`src/rtl/mmu_bus_arbiter.sv`:
```
// Purpose : arbitrate post-translation ireq/dreq (incl. PTW reads) onto one single-outstanding memory port.
// Latency : grant -> ISSUE -> WAIT -> RESP; minimum 3 cycles grant-to-data_ok, one grant every 4 cycles.
// Backpressure: m_valid held from latched registers until m_ready; optional watchdog via `define BUS_TIMEOUT_EN.

package mmu_bus_pkg;

    typedef enum logic [2:0] {
        MSIZE1 = 3'd0,
        MSIZE2 = 3'd1,
        MSIZE4 = 3'd2,
        MSIZE8 = 3'd3
    } msize_t;

    typedef struct packed {
        logic        valid;
        logic [63:0] addr;
    } ibus_req_t;

    typedef struct packed {
        logic        addr_ok;
        logic        data_ok;
        logic [31:0] data;
    } ibus_resp_t;

    typedef struct packed {
        logic        valid;
        logic [63:0] addr;
        msize_t      size;
        logic [7:0]  strobe;
        logic [63:0] data;
    } dbus_req_t;

    typedef struct packed {
        logic        addr_ok;
        logic        data_ok;
        logic [63:0] data;
    } dbus_resp_t;

endpackage

module mmu_bus_arbiter
    import mmu_bus_pkg::*;
#(
    parameter int ADDR_W         = 64,
    parameter int DATA_W         = 64,
    parameter int TIMEOUT_CYCLES = 1023
) (
    input  logic              clk,
    input  logic              rst,
    input  ibus_req_t         ireq,
    output ibus_resp_t        iresp,
    input  dbus_req_t         dreq,
    output dbus_resp_t        dresp,
    output logic              m_valid,
    input  logic              m_ready,
    output logic [ADDR_W-1:0] m_addr,
    output logic              m_write,
    output msize_t            m_size,
    output logic [7:0]        m_strobe,
    output logic [DATA_W-1:0] m_wdata,
    input  logic              m_rvalid,
    input  logic [DATA_W-1:0] m_rdata,
    output logic              bus_err
);

    typedef enum logic [1:0] {
        IDLE  = 2'd0,
        ISSUE = 2'd1,
        WAIT  = 2'd2,
        RESP  = 2'd3
    } state_t;

    state_t             r_state;
    state_t             w_state_nxt;
    logic               w_grant_d;
    logic               w_grant_i;
    logic               w_capture;
    logic               w_timeout;
    logic               w_tmo_hit;
    logic               w_own_vld;
    logic               w_resp_ok;

    // latched transaction; memory port is driven only from these
    logic               r_own_d;
    logic [ADDR_W-1:0]  r_addr;
    msize_t             r_size;
    logic [7:0]         r_strobe;
    logic [DATA_W-1:0]  r_wdata;
    logic [DATA_W-1:0]  r_rdata;
    logic               r_drop;   // owner let go during WAIT: swallow the response
    logic               r_tmo;    // RESP was forced by the watchdog

    assign w_own_vld = r_own_d ? dreq.valid : ireq.valid;

`ifdef BUS_TIMEOUT_EN
    localparam int CNT_W = $clog2(TIMEOUT_CYCLES + 1);

    logic [CNT_W-1:0] r_cnt;
    logic [CNT_W-1:0] w_cnt_nxt;

    assign w_cnt_nxt = r_cnt + CNT_W'(1);
    // fire on the cycle the counter would reach the limit so RESP lands TIMEOUT_CYCLES after ISSUE entry
    assign w_tmo_hit = ((r_state == ISSUE) || (r_state == WAIT)) &&
                       (w_cnt_nxt >= CNT_W'(TIMEOUT_CYCLES));

    // watchdog: cleared at grant (entry to ISSUE), counts through ISSUE and WAIT
    always_ff @(posedge clk) begin
        if (rst) begin
            r_cnt <= '0;
        end else if (w_grant_d || w_grant_i) begin
            r_cnt <= '0;
        end else if ((r_state == ISSUE) || (r_state == WAIT)) begin
            r_cnt <= w_cnt_nxt;
        end
    end

    assign bus_err = (r_state == RESP) && r_tmo;
`else
    assign w_tmo_hit = 1'b0;
    assign bus_err   = 1'b0;
`endif

    // state register
    always_ff @(posedge clk) begin
        if (rst) begin
            r_state <= IDLE;
        end else begin
            r_state <= w_state_nxt;
        end
    end

    // next-state and grant/capture strobes; data side has fixed priority over fetch
    always_comb begin
        w_state_nxt = r_state;
        w_grant_d   = 1'b0;
        w_grant_i   = 1'b0;
        w_capture   = 1'b0;
        w_timeout   = 1'b0;
        case (r_state)
            IDLE: begin
                if (dreq.valid) begin
                    w_grant_d   = 1'b1;
                    w_state_nxt = ISSUE;
                end else if (ireq.valid) begin
                    w_grant_i   = 1'b1;
                    w_state_nxt = ISSUE;
                end
            end
            ISSUE: begin
                if (m_ready) begin
                    w_state_nxt = WAIT;
                end else if (!w_own_vld) begin
                    w_state_nxt = IDLE;
                end else if (w_tmo_hit) begin
                    w_timeout   = 1'b1;
                    w_state_nxt = RESP;
                end
            end
            WAIT: begin
                if (m_rvalid) begin
                    w_capture   = 1'b1;
                    w_state_nxt = RESP;
                end else if (w_tmo_hit) begin
                    w_timeout   = 1'b1;
                    w_state_nxt = RESP;
                end
            end
            RESP: begin
                w_state_nxt = IDLE;
            end
            default: begin
                w_state_nxt = IDLE;
            end
        endcase
    end

    // request latch at grant, drop tracking in WAIT, read-data capture
    always_ff @(posedge clk) begin
        if (rst) begin
            r_own_d  <= 1'b0;
            r_addr   <= '0;
            r_size   <= MSIZE1;
            r_strobe <= '0;
            r_wdata  <= '0;
            r_rdata  <= '0;
            r_drop   <= 1'b0;
            r_tmo    <= 1'b0;
        end else begin
            if (w_grant_d) begin
                r_own_d  <= 1'b1;
                r_addr   <= dreq.addr[ADDR_W-1:0];
                r_size   <= dreq.size;
                r_strobe <= dreq.strobe;
                r_wdata  <= dreq.data[DATA_W-1:0];
                r_rdata  <= '0;
                r_drop   <= 1'b0;
                r_tmo    <= 1'b0;
            end else if (w_grant_i) begin
                r_own_d  <= 1'b0;
                r_addr   <= ireq.addr[ADDR_W-1:0];
                r_size   <= MSIZE4;
                r_strobe <= '0;
                r_wdata  <= '0;
                r_rdata  <= '0;
                r_drop   <= 1'b0;
                r_tmo    <= 1'b0;
            end
            if ((r_state == WAIT) && !w_own_vld) begin
                r_drop <= 1'b1;
            end
            if (w_capture) begin
                r_rdata <= m_rdata;
            end
            if (w_timeout) begin
                r_rdata <= '0;
                r_tmo   <= 1'b1;
            end
        end
    end

    assign w_resp_ok = (r_state == RESP) && !r_drop;

    assign m_valid  = (r_state == ISSUE);
    assign m_addr   = r_addr;
    assign m_write  = |r_strobe;
    assign m_size   = r_size;
    assign m_strobe = r_strobe;
    assign m_wdata  = r_wdata;

    assign dresp.addr_ok = w_resp_ok && r_own_d;
    assign dresp.data_ok = w_resp_ok && r_own_d;
    assign dresp.data    = (w_resp_ok && r_own_d) ? r_rdata : '0;

    // fetch returns the 32-bit half selected by addr[2]
    assign iresp.addr_ok = w_resp_ok && !r_own_d;
    assign iresp.data_ok = w_resp_ok && !r_own_d;
    assign iresp.data    = (w_resp_ok && !r_own_d) ?
                           (r_addr[2] ? r_rdata[63:32] : r_rdata[31:0]) : 32'h0;

endmodule

```
`config.mk`:
```
export PLATFORM = sky130hd
export DESIGN_NAME = mmu_bus_arbiter
export DESIGN_NICKNAME = d
export VERILOG_FILES = /design/src/rtl/mmu_bus_arbiter.sv
export SDC_FILE = /design/constraint.sdc
export NUM_CORES = 1
export LEC_CHECK = 0
export ABC_CLOCK_PERIOD_IN_PS = 1900
export BUFFER_PORTS_ARGS = -buffer_cell sky130_fd_sc_hd__buf_4
export CAP_MARGIN = 30
export CORE_AREA = 2 2 198 200
export DETAILED_ROUTE_END_ITERATION = 8
export DIE_AREA = 0 0 200 202
export REMOVE_ABC_BUFFERS = 1
export SETUP_SLACK_MARGIN = 0.4
export SLEW_MARGIN = 5
export SYNTH_ARGS = -nofsm -noshare
export SYNTH_HDL_FRONTEND = slang
export SYNTH_SLANG_ARGS = --single-unit
export TNS_END_PERCENT = 100
```
`constraint.sdc`:
```
create_clock -name clk -period 1.9 [get_ports clk]
set_clock_uncertainty 0.2 [all_clocks]
set_input_delay 0.57 -clock clk [delete_from_list [all_inputs] [get_ports clk]]
set_output_delay 0.57 -clock clk [all_outputs]
set_load 0.1 [all_outputs]
```
==> impl_metrics.py, run 1 <==
metrics = {
    "outcome": {
        "status": "complete, but fails checks",
        "failed_checks": "negative setup slack",
    },
    "floorplan": {
        "top_ports": 515,
        "core-area_um2": 38300,
        "chipHeight_um": 202,
        "die-area_um2": 40400,
        "chipWidth_um": 200,
        "initial_utilization": 0.232,
        "core.rowCount": 72,
    },
    "pwr": {
        "comb_power_share": 0.421,
        "leakage_power_of_the_design_nw": 8.62,
        "vdd.ir_drop.worst_uv": 758,
        "power_report.internal_total_mw": 10.1,
        "power.sequential.fraction": 0.312,
        "power.density_cell_area_nw_per_um2": 764,
        "switching_pwr_mw": 6.20,
        "power_switching_share": 0.381,
        "clkPwrFrac": 0.267,
    },
    "drt": {
        "vias": 10996,
        "detail_route.iter0.violations": 422,
        "antenna_left": 0,
        "drt_drc_violations_left": 0,
        "wl_cell_um": 23.7,
        "drt-pass1-iter-count": 4,
        "vias_per_cell": 5.06,
        "drt_wl_total_mm": 51.6,
    },
    "worst_setup_path": {
        "critical_path_required_ps": 1130,
        "crit_type": "reg -> out",
        "reg2reg_slack_ps": -260,
        "cp_common_cell": "sky130_fd_sc_hd__buf_12",
        "data_arrival_time_of_the_worst_path_ps": 1980,
        "critical_path.endpoint_type": "output pin",
        "critPathLaunchType": "flip-flop",
        "crit_fanout": 17,
        "timing.critical_path.slowest_stage_cell": "sky130_fd_sc_hd__or3_4",
        "slowest_delay_ps": 410,
        "cell_by_cell_trace_of_the_critical_path": "nand2_2, or3_4, buf_12, nor2_2, buf_12",
    },
    "global_routing": {
        "globalRouteMet1Util": 0.220,
        "antenna_found_initial": 0,
        "maximum_number_of_pins_on_one_net_before_global_route_repair": 67,
        "groute.usage.overall": 0.194,
        "global_route_wire_length_before_repair_mm": 61.0,
        "grt_pass1_vias": 10249,
        "busiest_layer": "met2",
        "globalRoute.totalOverflow": 0,
        "global_route.usage.met3": 0.0380,
        "met2_global_route_usage": 0.351,
    },
    "timing": {
        "max_slew_margin": 0.629,
        "setup-violations-final": 309,
        "fmax_ghz": 0.364,
        "finalHoldViolCount": 0,
        "setup_slack_ps": -845,
        "worst_margin_pin_slew_ps": 541,
        "post_layout_min_period_ps": 2750,
        "report.final.slew_viol_count": 0,
        "min_period_over_period": 1.44,
        "unrepaired_setup_endpoints_after_global_routing": "true",
    },
    "clocking": {
        "clk_path_buf_depth": 3,
        "clkSinkCount": 207,
        "clkTransAtPathRegs_ps": 60,
        "cts-buffers-inserted": 24,
        "tritoncts": "yes",
        "cts-htree-levels": 1,
        "cts.root.buffer_cell": "sky130_fd_sc_hd__clkbuf_16",
        "clock_latency_ps": 540,
    },
    "placed_design": {
        "routability_congestion_estimate_from_global_placement": 0.853,
        "detailed_place_hpwl_mm": 26.9,
        "buffer_ports.inserted": 513,
        "placement.setup.worst_slack_ps": -316,
    },
    "yosys": {
        "synthesis.area_um2": 8900,
        "post_synth_inst_count": 1023,
        "async_flop_share": 0,
        "seq_area_frac_synth": 0.466,
        "most_common_flop_cell_mapped_by_yosys": "sky130_fd_sc_hd__dfxtp_1",
        "number_of_enable_type_register_cells_in_the_synthesized_netlist": 0,
        "yosysWarnings": 0,
        "avgSynthCellArea_um2": 8.70,
        "flop_and_latch_count_out_of_synthesis": 207,
        "yosys.cell_types.count": 33,
    },
    "final_layout": {
        "layout.filler_cells": 2936,
        "final_core_utilization": 0.556,
        "antennaDiodeCount": 0,
        "reg_area_um2": 4420,
        "layout-drive-gt1-share": 0.753,
        "multiInputGateArea_um2": 6110,
        "final_nets": 1915,
        "area_growth_syn_to_layout_pct": 139,
    },
    "job": {
        "timing.max_cap.violations": 0,
    },
    "hold_path": {
        "worst_min_path_class": "in -> reg",
    },
}
## power by group through the flow
stage / Sequential [mW] / Clock (mW) / Combinational, mW
floorplan: 6.88 / 0 / 0.868
global placement: 4.90 / 0 / 4.40
detailed placement: 4.91 / 0 / 4.41
CTS: 5.03 / 4.39 / 5.28
global route: 5.10 / 4.60 / 7.04
finish: 5.07 / 4.34 / 6.84
## routing by layer
layer	vias to the layer above	wire length, um
li1	4916	-
met3	136	3400
met2	526	26900
met1	5418	19100
met4	0	2240
met5	-	0
## cells by family after synthesis
| logic type | count (synthesis) | share of synthesized area |
|---|---|---|
| compound gates | 409 | 0.303 |
| flops | 207 | 0.466 |
| other cells | 1 | 0.000422 |
| buf+inv | 118 | 0.0599 |
| mux | 36 | 0.0406 |
| simple gates | 252 | 0.130 |
## state kept, by name, indices dropped and copies added (netlist names), named ones only
name      flops
m_addr       64
m_strobe      8
m_size        3
r_state       1
r_own_d       1
r_drop        1
r_rdata      64
m_wdata      64
## final timing paths
check	from	end	cells past startpoint
worst max register to register	flip-flop	r_rdata[48]$_SDFFE_PP0P_	8
worst max-delay path	r_state[0]$_SDFFE_PP0P_	iresp[25]	5
worst min-delay path	m_rdata[55]	r_rdata[55]$_SDFFE_PP0P_	2
worst min register to register	m_wdata[25]$_SDFFE_PP0P_	m_wdata[25]$_SDFFE_PP0P_	2
## cells in the mapped netlist (4+ instances only)
| cell type | number | area, um^2 |
|---|---|---|
| sky130_fd_sc_hd__buf_6 | 7 | 78.8 |
| sky130_fd_sc_hd__o2bb2ai_1 | 59 | 517 |
| sky130_fd_sc_hd__o21ai_1 | 30 | 150 |
| sky130_fd_sc_hd__o21ai_0 | 46 | 230 |
| sky130_fd_sc_hd__nand2_1 | 78 | 293 |
| sky130_fd_sc_hd__buf_2 | 21 | 105 |
| sky130_fd_sc_hd__buf_1 | 9 | 33.8 |
| sky130_fd_sc_hd__nor2_1 | 94 | 353 |
| sky130_fd_sc_hd__a22o_1 | 64 | 561 |
| sky130_fd_sc_hd__clkbuf_1 | 74 | 278 |
| sky130_fd_sc_hd__a21oi_1 | 141 | 706 |
| sky130_fd_sc_hd__a211oi_1 | 64 | 480 |
| sky130_fd_sc_hd__mux2i_1 | 35 | 350 |
| sky130_fd_sc_hd__nor3b_1 | 4 | 30.0 |
| sky130_fd_sc_hd__and2_1 | 64 | 400 |
| sky130_fd_sc_hd__dfxtp_1 | 207 | 4140 |
## worst max-delay path, delay by kind of cell, from the launching register on
kind,cells,cell delay (ps)
and+or+nand+nor,3,690
buffers and inverters,2,390
DFF,1,330
## area by class of cell
| class | instances | area share |
|---|---|---|
| inverter | 4 | 0.000823 |
| clock buffer | 34 | 0.0314 |
| multi-input combinational | 699 | 0.287 |
| tap | 518 | 0.0305 |
| timing repair buffer | 706 | 0.440 |
| clock inverter | 7 | 0.00229 |
| sequential | 207 | 0.208 |
## per-stage QoR
step | std cells | hold WS (ps) | total power [mW] | TNS, ps | instance area [um^2]
6_report | 2175 | 53.0 | 16.3 | -103620 | 21300
5_1_grt | 2175 | 41.2 | 16.7 | -121210 | 21300
4_1_cts | 2076 | 29.2 | 14.7 | -103090 | 18000
3_5_place_dp | 2009 | 265 | 9.33 | -51210 | 13700
3_3_place_gp | 2009 | 258 | 9.29 | -49270 | 13700
2_1_floorplan | 909 | 255 | 7.75 | -1065480 | 8380
## placed cells by master, fill, tap and decap left out, types with 4 or more instances in the layout
master,netlist,layout
sky130_fd_sc_hd__a211oi_2,0,48
sky130_fd_sc_hd__and2_4,0,64
sky130_fd_sc_hd__dfxtp_2,0,101
sky130_fd_sc_hd__buf_6,7,31
sky130_fd_sc_hd__buf_8,0,9
sky130_fd_sc_hd__dfxtp_1,207,66
sky130_fd_sc_hd__nand2_1,78,4
sky130_fd_sc_hd__nand2_2,0,16
sky130_fd_sc_hd__buf_16,0,8
sky130_fd_sc_hd__o2bb2ai_1,59,59
sky130_fd_sc_hd__o21ai_0,46,45
sky130_fd_sc_hd__clkinv_2,0,5
sky130_fd_sc_hd__nor2_2,1,17
sky130_fd_sc_hd__clkbuf_1,74,7
sky130_fd_sc_hd__clkbuf_16,0,41
sky130_fd_sc_hd__buf_12,0,272
sky130_fd_sc_hd__a211oi_1,64,16
sky130_fd_sc_hd__nand2_4,0,58
sky130_fd_sc_hd__a21oi_2,0,94
sky130_fd_sc_hd__nor2_1,94,64
sky130_fd_sc_hd__buf_4,3,368
sky130_fd_sc_hd__a22o_1,64,64
sky130_fd_sc_hd__a21oi_4,0,36
sky130_fd_sc_hd__mux2i_1,35,34
sky130_fd_sc_hd__nor2_4,0,14
sky130_fd_sc_hd__a21oi_1,141,11
sky130_fd_sc_hd__dfxtp_4,0,40
sky130_fd_sc_hd__o21ai_1,30,30
## repair_timing
action                     4_1_cts  5_1_grt
hold buffers                     0        0
setup endpoints to repair      445      447
pin swaps                       23      167
buffers inserted                17       73
gates cloned                     9       26
resized for setup              892      544
Power figures use the tool's default switching activity.
==> run 2, diff against run 1 <==
Settings changed: HOLD_SLACK_MARGIN set to 0.03, PLACE_DENSITY_LB_ADDON set to 0.25.
==> run 2 against run 1 <==
  * The run still ends with negative setup slack left
  * Setup slack improved by 30 ps
  * Clock-buffer cell count is 2 higher
  * Via count is 11% lower
  * Combinational power is 23% lower
  * Wire length fell by 20%
  * Non-clock buffer count shrank 115
  * Largest cell class unchanged
  * Highest routed layer is now met5
==> impl_metrics.py, run 2 (same netlist as run 1, synthesis figures left out) <==
metrics = {
    "outcome": {
        "status": "complete, but fails checks",
        "failed_checks": "negative setup slack",
    },
    "final_layout": {
        "final_core_utilization": 0.472,
        "mostFrequentLayoutCell": "sky130_fd_sc_hd__buf_4",
        "layout.filler_cells": 3410,
        "mostFrequentLayoutCells": "sky130_fd_sc_hd__buf_4, sky130_fd_sc_hd__buf_12, sky130_fd_sc_hd__a21oi_1, sky130_fd_sc_hd__dfxtp_2, sky130_fd_sc_hd__nand2_1",
        "multiInputGateArea_um2": 4490,
        "layout-drive-gt1-share": 0.561,
        "area_growth_syn_to_layout_pct": 103,
        "reg_area_um2": 4360,
        "final_nets": 1800,
    },
    "clocking": {
        "clkTransAtPathRegs_ps": 60,
        "clkSinkCount": 207,
        "clk_path_buf_depth": 3,
        "cts-buffers-inserted": 25,
        "cts.root.buffer_cell": "sky130_fd_sc_hd__clkbuf_16",
        "tritoncts": "yes",
        "cts-htree-levels": 1,
        "clock_latency_ps": 540,
    },
    "pwr": {
        "power.density_cell_area_nw_per_um2": 813,
        "leakage_power_of_the_design_nw": 7.28,
        "finalPower_mw": 14.7,
        "vdd.ir_drop.worst_uv": 564,
    },
    "worst_setup_path": {
        "critical_path.endpoint_type": "output pin",
        "critPathLaunchType": "flip-flop",
        "critical_path_required_ps": 1130,
        "crit_type": "reg -> out",
        "slowest_delay_ps": 340,
        "timing.critical_path.slowest_stage_cell": "sky130_fd_sc_hd__dfxtp_2",
        "critical-path-top-delay-family": "simple AND/OR/NAND/NOR gates",
        "crit_fanout": 33,
        "cell_by_cell_trace_of_the_critical_path": "nand2_2, or3_4, buf_12, nor2_1, buf_6",
        "data_arrival_time_of_the_worst_path_ps": 1940,
        "cp_num_buf_inv": 2,
    },
    "placed_design": {
        "buffer_ports.inserted": 513,
        "routability_congestion_estimate_from_global_placement": 0.812,
        "detailed_place_hpwl_mm": 27.6,
        "placement.setup.worst_slack_ps": -278,
    },
    "drt": {
        "drt_drc_violations_left": 0,
        "vias": 9830,
        "vias_per_cell": 4.78,
        "wl_cell_um": 20.2,
        "antenna_left": 0,
        "drt_wl_total_mm": 41.5,
        "detail_route.iter0.violations": 358,
        "drt-pass1-iter-count": 4,
    },
    "timing": {
        "unrepaired_setup_endpoints_after_global_routing": "true",
        "fmax_ghz": 0.368,
        "min_period_over_period": 1.43,
        "setup_slack_ps": -815,
        "tns_ps": -74900,
        "report.final.slew_viol_count": 0,
        "setup-violations-final": 103,
        "finalHoldViolCount": 0,
        "post_layout_min_period_ps": 2710,
    },
    "job": {
        "timing.max_cap.violations": 0,
    },
    "floorplan": {
        "top_ports": 515,
        "core.rowCount": 72,
        "core-area_um2": 38300,
        "chipWidth_um": 200,
        "chipHeight_um": 202,
        "die-area_um2": 40400,
        "initial_utilization": 0.232,
    },
    "global_routing": {
        "grt_pass1_vias": 9439,
        "antenna_found_initial": 2,
        "groute.usage.overall": 0.174,
        "globalRoute.totalOverflow": 0,
        "maximum_number_of_pins_on_one_net_before_global_route_repair": 74,
        "global_route_wire_length_before_repair_mm": 55.1,
    },
    "hold_path": {
        "worst_min_path_class": "in -> reg",
    },
}
==> run 2: worst paths after layout <==
check | depth (start not counted) | slack (ps) | startpoint | to
worst min-delay path | 2 | 60 | m_rdata[8] | r_rdata[8]$_SDFFE_PP0P_
worst min register to register | 2 | 290 | m_size[2]$_SDFFE_PP0P_ | m_size[2]$_SDFFE_PP0P_
worst max-delay path | 5 | -810 | r_state[0]$_SDFFE_PP0P_ | iresp[31]
worst max register to register | 6 | 10 | flip-flop | r_rdata[2]$_SDFFE_PP0P_
==> run 2: where the power goes <==
| part | internal (mW) | total, mW | switching, mW |
|---|---|---|---|
| Combinational | 2.06 | 5.28 | 3.22 |
| Sequential | 4.71 | 5.03 | 0.325 |
| Clock | 2.55 | 4.39 | 1.84 |
| Total | 9.31 | 14.7 | 5.39 |
==> run 2: layer usage <==
metal / GRT usage / up-vias / share of wire
met5: 0 / - / 0.00031
met4: 0.0841 / 2 / 0.046
met3: 0.0434 / 94 / 0.077
met2: 0.293 / 429 / 0.50
met1: 0.206 / 4653 / 0.38
li1: - / 4652 / -
==> run 2: metrics by stage <==
stage          hold slack (ps)  std cells  instance area, um^2
2_1_floorplan              255        909                 8380
3_3_place_gp               258       1993                13600
3_5_place_dp               266       1993                13600
4_1_cts                   31.9       2032                15100
5_1_grt                   40.4       2058                18100
6_report                  62.9       2058                18100
==> run 2: final cells by class <==
cell class | instances | area share
Timing Repair Buffer | 591 | 0.433
Clock buffer | 36 | 0.0391
Tap cell | 518 | 0.0358
Clock inverter | 3 | 0.00118
Inverter | 4 | 0.000830
Antenna cell | 1 | 0.000138
Multi-Input combinational cell | 698 | 0.248
Sequential cell | 207 | 0.241
==> run 2: timing repair <==
action,in CTS,in global routing
hold buffers,0,0
pin swaps,0,19
setup endpoints to repair,446,447
gates resized for setup,213,754
cloned,0,11
buffers inserted,0,14
